## src/rtl/gpio_debounce_pkg.sv

```systemverilog
// Shared definitions for the Wishbone GPIO debounce block: register offsets,
// bus state encoding and the counter sizing helpers.
package gpio_debounce_pkg;

  localparam logic [2:0] REG_IN   = 3'd0;
  localparam logic [2:0] REG_OUT  = 3'd1;
  localparam logic [2:0] REG_EDGE = 3'd2;
  localparam logic [2:0] REG_MASK = 3'd3;
  localparam logic [2:0] REG_RAW  = 3'd4;

  typedef enum logic {
    S_IDLE = 1'b0,
    S_ACK  = 1'b1
  } wb_state_t;

  // Wide enough to hold the value debounce_ms itself.
  function automatic int cnt_width(input int ticks);
    return $clog2(ticks + 1);
  endfunction

  // Terminal count of the 1 ms prescaler.
  function automatic int tick_tc(input int freq_hz);
    return freq_hz / 1000 - 1;
  endfunction

endpackage

```

## src/rtl/debounce_cell.sv

```systemverilog
// One-bit debouncer: accepts a new level only after it has been held for
// debounce_ms consecutive ticks; pulses change in the accepting cycle.
module debounce_cell
  import gpio_debounce_pkg::*;
#(
  parameter int debounce_ms = 10
) (
  input  logic clk,
  input  logic reset,
  input  logic tick,
  input  logic sync,
  output logic deb,
  output logic change
);

  localparam int CW = cnt_width(debounce_ms);
  localparam logic [CW-1:0] CNT_LAST = CW'(debounce_ms - 1);

  logic [CW-1:0] cnt_q, cnt_d;
  logic          deb_q, deb_d;

  always_comb begin
    cnt_d  = cnt_q;
    deb_d  = deb_q;
    change = 1'b0;
    if (sync == deb_q) begin
      cnt_d = '0;
    end else if (tick) begin
      if (cnt_q == CNT_LAST) begin
        deb_d  = sync;
        cnt_d  = '0;
        change = 1'b1;
      end else begin
        cnt_d = cnt_q + 1'b1;
      end
    end
  end

  always_ff @(posedge clk) begin
    if (reset) begin
      cnt_q <= '0;
      deb_q <= 1'b0;
    end else begin
      cnt_q <= cnt_d;
      deb_q <= deb_d;
    end
  end

  assign deb = deb_q;

endmodule

```

## src/rtl/wb_gpio_debounce.sv

```systemverilog
// Wishbone slave for keys/switches/LEDs: synchronise and debounce pad inputs,
// latch sticky change flags, raise a maskable interrupt, drive LED outputs.
//
// state  | meaning
// S_IDLE | no access in flight; stb&cyc starts one (side effects applied)
// S_ACK  | ack and read data presented for exactly one cycle
module wb_gpio_debounce
  import gpio_debounce_pkg::*;
#(
  parameter int clk_freq    = 50000000,
  parameter int in_width    = 14,
  parameter int out_width   = 18,
  parameter int debounce_ms = 10
) (
  input  logic                 clk,
  input  logic                 reset,
  input  logic [31:0]          wb_adr_i,
  input  logic [31:0]          wb_dat_i,
  output logic [31:0]          wb_dat_o,
  input  logic                 wb_stb_i,
  input  logic                 wb_cyc_i,
  input  logic                 wb_we_i,
  input  logic [3:0]           wb_sel_i,
  output logic                 wb_ack_o,
  input  logic [in_width-1:0]  gpio_in,
  output logic [out_width-1:0] gpio_out,
  output logic                 intr
);

  localparam int TICK_TC = tick_tc(clk_freq);
  localparam int PW      = (TICK_TC > 0) ? $clog2(TICK_TC + 1) : 1;
  localparam int CW      = cnt_width(debounce_ms);

  logic [in_width-1:0]  sync1_q, sync1_d, sync2_q, sync2_d;
  logic [PW-1:0]        pre_q, pre_d;
  logic                 tick;
  logic [CW-1:0]        settle_cnt_q, settle_cnt_d;
  logic                 settled_q, settled_d;
  logic [in_width-1:0]  deb, change;
  logic [in_width-1:0]  edge_q, edge_d, mask_q, mask_d;
  logic [out_width-1:0] out_q, out_d;
  logic [31:0]          dat_q, dat_d, rdata, be;
  logic                 intr_q, intr_d;
  wb_state_t            state_q, state_d;
  logic                 access;
  logic                 unused_adr;

  assign unused_adr = ^{wb_adr_i[31:5], wb_adr_i[1:0]};

  always_comb begin
    sync1_d = gpio_in;
    sync2_d = sync1_q;
    tick    = (pre_q == PW'(TICK_TC));
    pre_d   = tick ? '0 : pre_q + 1'b1;
  end

  // Settle timer runs once after reset so power-up levels never flag an edge.
  always_comb begin
    settle_cnt_d = settle_cnt_q;
    settled_d    = settled_q;
    if (!settled_q && tick) begin
      if (settle_cnt_q == CW'(debounce_ms - 1)) begin
        settled_d    = 1'b1;
        settle_cnt_d = '0;
      end else begin
        settle_cnt_d = settle_cnt_q + 1'b1;
      end
    end
  end

  for (genvar i = 0; i < in_width; i++) begin : g_cell
    debounce_cell #(.debounce_ms(debounce_ms)) u_cell (
      .clk   (clk),
      .reset (reset),
      .tick  (tick),
      .sync  (sync2_q[i]),
      .deb   (deb[i]),
      .change(change[i])
    );
  end

  always_comb begin
    access  = wb_stb_i & wb_cyc_i & (state_q == S_IDLE);
    state_d = (state_q == S_IDLE && access) ? S_ACK : S_IDLE;
  end

  always_comb begin
    be = '0;
    for (int b = 0; b < 4; b++) be[b*8 +: 8] = {8{wb_sel_i[b]}};
  end

  always_comb begin
    rdata = '0;
    case (wb_adr_i[4:2])
      REG_IN:   rdata = 32'(deb);
      REG_OUT:  rdata = 32'(out_q);
      REG_EDGE: rdata = 32'(edge_q);
      REG_MASK: rdata = 32'(mask_q);
      REG_RAW:  rdata = 32'(sync2_q);
      default:  rdata = '0;
    endcase
  end

  always_comb begin
    out_d  = out_q;
    mask_d = mask_q;
    edge_d = edge_q;
    if (access && wb_we_i) begin
      case (wb_adr_i[4:2])
        REG_OUT:  out_d  = out_width'((32'(out_q) & ~be) | (wb_dat_i & be));
        REG_MASK: mask_d = in_width'((32'(mask_q) & ~be) | (wb_dat_i & be));
        REG_EDGE: edge_d = edge_q & ~in_width'(wb_dat_i & be);
        default:  ;
      endcase
    end
    // Applied after the clear so a coincident event keeps its flag.
    if (settled_q) edge_d = edge_d | change;
    dat_d  = access ? rdata : '0;
    intr_d = |(edge_q & mask_q);
  end

  always_ff @(posedge clk) begin
    if (reset) begin
      sync1_q      <= '0;
      sync2_q      <= '0;
      pre_q        <= '0;
      settle_cnt_q <= '0;
      settled_q    <= 1'b0;
      edge_q       <= '0;
      mask_q       <= '0;
      out_q        <= '0;
      dat_q        <= '0;
      intr_q       <= 1'b0;
      state_q      <= S_IDLE;
    end else begin
      sync1_q      <= sync1_d;
      sync2_q      <= sync2_d;
      pre_q        <= pre_d;
      settle_cnt_q <= settle_cnt_d;
      settled_q    <= settled_d;
      edge_q       <= edge_d;
      mask_q       <= mask_d;
      out_q        <= out_d;
      dat_q        <= dat_d;
      intr_q       <= intr_d;
      state_q      <= state_d;
    end
  end

  assign wb_ack_o = (state_q == S_ACK);
  assign wb_dat_o = dat_q;
  assign gpio_out = out_q;
  assign intr     = intr_q;

endmodule

```

## config.mk

```make
export PLATFORM = sky130hd
export DESIGN_NAME = wb_gpio_debounce
export DESIGN_NICKNAME = d
export VERILOG_FILES = /design/src/rtl/gpio_debounce_pkg.sv /design/src/rtl/debounce_cell.sv /design/src/rtl/wb_gpio_debounce.sv
export SDC_FILE = /design/constraint.sdc
export NUM_CORES = 1
export LEC_CHECK = 0
export CAP_MARGIN = 20
export CELL_PAD_IN_SITES_DETAIL_PLACEMENT = 2
export CELL_PAD_IN_SITES_GLOBAL_PLACEMENT = 2
export CORE_UTILIZATION = 32
export CTS_CLUSTER_DIAMETER = 120
export DETAILED_ROUTE_END_ITERATION = 7
export HOLD_SLACK_MARGIN = 0.02
export PLACE_DENSITY_LB_ADDON = 0.1
export SYNTH_ARGS = -nofsm -noshare
export SYNTH_HDL_FRONTEND = slang
export SYNTH_SLANG_ARGS = --single-unit
```

## constraint.sdc

```tcl
create_clock -name clk -period 2 [get_ports clk]
set_input_delay 0.2 -clock clk [delete_from_list [all_inputs] [get_ports clk]]
set_output_delay 0.2 -clock clk [all_outputs]
set_load 0.02 [all_outputs]
```

==> results_dict.tcl, run 1 <==
set metrics [dict create \
    grt_use_total 0.189 \
    die_h_um 166 \
    min_to "pre_q[2]" \
    clock_latency_ns 0.44 \
    clk_pin_slew_worst_paths_ns 0.08 \
    hold_path_class "input port to register" \
    grt-busiest-layer "met2" \
    fin_nets 1117 \
    final_cells 1377 \
    critPathKind "register to register" \
    grt.met2_usage 0.332 \
    core-area_mm2 0.0261 \
    drcViolationCount 18 \
    ys_seq_area_frac 0.432 \
    syn2layout_area_growth_pct 21.1 \
    finalHoldViolCount 0 \
    clockBufferDepth 2 \
    tritoncts "built" \
    min_from "reset" \
    final_layout_size_suffix_gt1_frac 0.120 \
    violations "design-rule violations" \
    viasPerCell 5.23 \
    grt.met1_usage 0.236 \
    vdd_drop_max_uv 387 \
    regToRegSetupSlack_ns 0.16 \
    r2r_end "g_cell[6].u_cell.deb" \
    dr.pass1.iters 7 \
    rsz0062_at_grt "no" \
    cts.sinks 185 \
    gp_congestion 0.769 \
    fin_ws_ns 0.156 \
    timing.critical_path.buf_inv 2 \
    status "complete, but fails checks" \
    die_w_um 166 \
    synthFlopType "dfxtp_1" \
    final_common_cell "dfxtp_1" \
    min_delay_path_depth 2 \
    dr.first_iter.drc_count 315 \
    synth_warnings 0 \
    finalSetupTns_ns 0 \
    rows 59 \
    max_cap_viol_count 0 \
    powerDensity_mw_per_mm2 733 \
    post_cts.repair.setup_buffers 0 \
    clock-root-buffer "clkbuf_16" \
    avgSynthCellArea_um2 8.78 \
    worst-path-max-fanout 15 \
    cp-end-kind "register" \
    crit_chain "ha_1 -> and3_2 -> buf_4 -> nand4_1 -> buf_4 -> o31ai_1 -> a21oi_1" \
    globalRouteMet3Util 0.0313 \
    syn-cell-area_mm2 0.00857 \
    r2r.worst_path.cells 7 \
    min_period_over_period 0.922 \
    slew_violations 0 \
    cp.required_ns 2.32 \
    cp_top_family "compound AO/OA/AOI/OAI gates" \
    critPathMaxStageDelay_ns 0.38 \
    antenna_left 0 \
    power.total_w 0.00761 \
    wirelength_mm 25.3 \
    cts-buffers-inserted 17 \
    grt_pass1_vias 7723 \
    port_buffers 80 \
    fin_crit_ns 1.84 \
    dp_hpwl_mm 18.1 \
    ios 139 \
    utilization 0.397 \
    synthesis.instances 976 \
    fmax_ghz 0.542 \
    grt_pass1_wl_mm 41.6 \
    skew_ns 0.0175 \
    die-area_mm2 0.0274 \
    worstSetupStartpointType "register" \
    final_cell_mix "dfxtp_1 (185), clkdlybuf4s50_1 (79), inv_1 (72), nor2_1 (65), a21oi_1 (60)" \
    timing.rr.start "pre_q[0]" \
    p_leak_nw 3.53 \
    ys_ff_latch 185 \
    yosysUniqueCellTypes 52 \
    wire_per_inst_um 18.4 \
    tightestPinTransition_ns 0.519 \
    vias 7196 \
    async_flop_share 0 \
    place_worst_setup_slack_ns 0.0138 \
    crit_top_cell "buf_4" \
    cp_slowest_cell "dfxtp_1" \
    synth_edf_count 0 \
    crit_arrival_ns 2.17 \
    antenna_found_initial 0 \
    initial_core_util 0.328 \
    diodes 0 \
    dp.cells 1345 \
    slew_headroom 0.654 \
    setup_viol 0 \
    cts_max_level 4 \
    grt_max_degree 33 \
    grt-ovfl-total 0 \
]
metal layers:
metal  vias up  share of wire
met5         -              0
met4         0          0.017
met3        22          0.023
met2        80           0.50
met1      3588           0.46
li1       3506              -
per-stage QoR:
stage               hold WS [ns]  area, um2
global route               0.116      10400
detailed placement         0.429       9770
finish                     0.119      10400
global placement           0.419       9770
CTS                        0.110      10400
floorplan                  0.328       8620
where the power goes:
part	leakage [nW]	switching, W	internal [W]
sequential	1.50	0.0000300	0.00372
combinational	1.74	0.000198	0.000164
clock	0.292	0.00170	0.00180
worst max path at each step:
stage | start | to | cells past startpoint
after global placement | wb_adr_i[2] | register | 6
after detailed placement | wb_adr_i[2] | register | 6
after floorplan | pre_q[0] | settle_cnt_q[2] | 7
after global routing | pre_q[5] | edge_q[10] | 5
after CTS | pre_q[0] | g_cell[8].u_cell.cnt_q[3] | 6
final | pre_q[0] | g_cell[6].u_cell.deb | 7
synth_stat cells, drive strengths merged, types with 6 or more instances:
library cell | n | area [um2]
a22oi | 30 | 225
buf | 38 | 246
clkbuf | 62 | 233
nand2b | 15 | 93.8
nor2 | 65 | 244
o22ai | 14 | 87.6
nand4 | 51 | 332
o311ai | 14 | 123
nand3 | 24 | 130
nor2b | 39 | 244
a211o | 8 | 70.1
mux2i | 32 | 320
xnor2 | 30 | 263
mux2 | 15 | 169
o21ai | 38 | 190
and3 | 6 | 37.5
and2 | 15 | 93.8
and4 | 6 | 52.6
a31o | 15 | 131
or3 | 31 | 194
inv | 72 | 270
nor3b | 15 | 118
a21oi | 60 | 300
or2 | 14 | 87.6
o31ai | 16 | 120
dfxtp | 185 | 3700
xor2 | 10 | 87.6
nand2 | 22 | 82.6
a311o | 13 | 130
kinds of logic (layout without fill, tap and decap cells):
family                   count (synthesis)  after routing  share of synthesized area
AND/OR/NAND/NOR                        314            314                      0.212
AO/OA/AOI/OAI                          216            216                      0.168
flip-flops                             185            185                      0.432
buffers and inverters                  172            225                     0.0875
multiplexers                            47             47                     0.0571
XOR/XNOR                                40             40                     0.0409
adder cells (fa/ha/maj)                  1              1                    0.00146
other                                    1             14                   0.000438
final cells by class:
type | count | area (um2)
multi-input cells | 632 | 4170
fillers | 2897 | 15800
inverters | 72 | 270
flip-flops and latches | 185 | 3700
clock inverters | 15 | 181
clock buffers | 17 | 425
repair buffers | 121 | 1210
well taps | 335 | 419
repair_timing:
item / in CTS / in global routing
endpoints found under the setup margin: 0 / 11
hold buffers: 0 / 0
hold endpoints to repair: 0 / 0
gates resized for setup: 0 / 2
No activity file was read; power rests on OpenSTA's default activity.
==> run 2: changes to the inputs <==
--- a/config.mk
+++ b/config.mk
@@ -9,7 +9,7 @@
 export CELL_PAD_IN_SITES_DETAIL_PLACEMENT = 2
 export CELL_PAD_IN_SITES_GLOBAL_PLACEMENT = 2
 export CORE_UTILIZATION = 32
-export CTS_CLUSTER_DIAMETER = 120
+export CTS_CLUSTER_DIAMETER = 200
 export DETAILED_ROUTE_END_ITERATION = 7
 export HOLD_SLACK_MARGIN = 0.02
 export PLACE_DENSITY_LB_ADDON = 0.1
==> results of run 2 <==
No change in the layout: final DEF, timing and power equal those of run 1.
==> run 3: changes to the inputs <==
--- a/config.mk
+++ b/config.mk
@@ -8,6 +8,8 @@
 export CAP_MARGIN = 20
 export CELL_PAD_IN_SITES_DETAIL_PLACEMENT = 2
 export CELL_PAD_IN_SITES_GLOBAL_PLACEMENT = 2
+export CORE_ASPECT_RATIO = 1.4
+export CORE_MARGIN = 2
 export CORE_UTILIZATION = 32
 export CTS_CLUSTER_DIAMETER = 200
 export DETAILED_ROUTE_END_ITERATION = 7
==> run 3 against run 2 <==
Net effect: the run now ends clean; clock skew decreased by 0.0076 ns; sequential power about the same; hold slack improved by 0.11 ns; first-iteration DRC count decreased by 29%; critical path depth decreased by 1; non-clock buffer count decreased by 6.
==> results_dict.tcl, run 3 (same netlist as run 1, synthesis figures left out) <==
set metrics [dict create \
    critPathKind "register to register" \
    fmax_ghz 0.548 \
    cts.sinks 185 \
    grt_pass1_vias 7542 \
    dr.pass1.iters 4 \
    port_buffers 80 \
    clockBufferDepth 2 \
    cp_top_family "simple AND/OR/NAND/NOR gates" \
    rsz0062_at_grt "yes" \
    cts.hold.buffers_added 0 \
    slew_headroom 0.253 \
    dp_hpwl_mm 18.1 \
    hold_path_class "input port to register" \
    p_leak_nw 3.47 \
    clk_pin_slew_worst_paths_ns 0.07 \
    final_layout_size_suffix_gt1_frac 0.111 \
    initial_core_util 0.326 \
    status "complete, no violations" \
    wl_met3_um 546 \
    cts_max_level 4 \
    final_cell_mix "dfxtp_1 (185), clkdlybuf4s50_1 (79), inv_1 (72), nor2_1 (65), a21oi_1 (60)" \
    grt_max_degree 53 \
    met2WireLength_mm 12.6 \
    drcViolationCount 0 \
    cp.required_ns 2.33 \
    diodes 0 \
    antenna_found_initial 0 \
    die_h_um 198 \
    cp-end-kind "register" \
    critPathMaxStageDelay_ns 0.37 \
    fin_nets 1111 \
    cts_resized 0 \
    max_cap_viol_count 0 \
    clock-root-buffer "clkbuf_16" \
    slew_violations 0 \
    nFillCells 2906 \
    worstSetupStartpointType "register" \
    timing.critical_path.buf_inv 1 \
    min_period_over_period 0.912 \
    die_w_um 142 \
    wl_met1_mm 11.5 \
    vdd_drop_max_uv 477 \
    syn2layout_area_growth_pct 19.7 \
    dr.first_iter.drc_count 224 \
    grt_pass1_wl_mm 41.1 \
    die-area_mm2 0.0281 \
    fin_ws_ns 0.177 \
    finalSetupTns_ns 0 \
    tightestPinTransition_ns 1.12 \
    cts-buffers-inserted 17 \
    rows 70 \
    clock_latency_ns 0.43 \
    wirelength_mm 25.1 \
    tritoncts "built" \
    grt-ovfl-total 0 \
    crit_arrival_ns 2.16 \
    gp_congestion 0.764 \
    finalHoldViolCount 0 \
    vias 7182 \
    place_worst_setup_slack_ns -0.207 \
    ios 139 \
    grt_use_total 0.184 \
    worst-path-max-fanout 23 \
    post_cts.repair.setup_buffers 0 \
    final_common_cell "dfxtp_1" \
    skew_ns 0.00999 \
    core-area_mm2 0.0263 \
    setup_viol 0 \
    crit_chain "ha_1 -> and3_1 -> nand4_2 -> buf_12 -> or3_1 -> o311ai_1" \
    antenna_left 0 \
    wire_per_inst_um 18.4 \
    viasPerCell 5.28 \
    cp_slowest_cell "dfxtp_1" \
    powerDensity_mw_per_mm2 713 \
    highest_layer "met4" \
    fin_crit_ns 1.82 \
]
[run 3: changes by cell type in the layout (fill, tap and decap cells not counted), sizes merged]
cell      delta
buf          -6
clkinv       +2
inv          -8
clkbuf       +3
clkinvlp     +2
[run 3: final timing paths]
kind / from / endpoint / slack [ns] / cells past startpoint
setup reg to reg: pre_q[0] / g_cell[1].u_cell.cnt_q[3] / 0.18 / 6
hold / removal: reset / settled_q / 0.23 / 2
setup / recovery: pre_q[0] / g_cell[1].u_cell.cnt_q[3] / 0.18 / 6
hold reg to reg: sync1_q[10] / sync2_q[10] / 0.44 / 1
[run 3: metrics by stage]
stage                     instance area (um2)  hold WS (ns)  power [W]   util  std cells
after floorplan                          8620         0.328    0.00402      -        989
after global placement                   9700         0.422    0.00418  0.369       1327
after detailed placement                 9710         0.429    0.00419  0.369       1328
after CTS                               10300         0.213    0.00744  0.390       1359
after global routing                    10300         0.243    0.00760  0.390       1359
final                                   10300         0.233    0.00731  0.390       1359
[run 3: power by group]
group / total (W) / internal (W) / switching (W)
clock network: 0.00320 / 0.00174 / 0.00146
logic: 0.000352 / 0.000156 / 0.000196
registers: 0.00375 / 0.00372 / 0.0000310
[run 3: layout make-up]
| class | instances | area, um2 | share of cell area |
|---|---|---|---|
| Clock buffer | 20 | 447 | 0.0436 |
| Clock inverter | 11 | 101 | 0.00988 |
| Inverter | 72 | 270 | 0.0264 |
| Multi-Input combinational cell | 632 | 4170 | 0.406 |
| Sequential cell | 185 | 3700 | 0.361 |
| Tap cell | 324 | 405 | 0.0395 |
| Timing Repair Buffer | 115 | 1160 | 0.113 |
[run 3: layer usage]
metal | vias to the layer above | GRT usage
li1 | 3493 | -
met1 | 3589 | 0.231
met2 | 81 | 0.328
met3 | 19 | 0.0257
met4 | 0 | 0.0528
met5 | - | 0
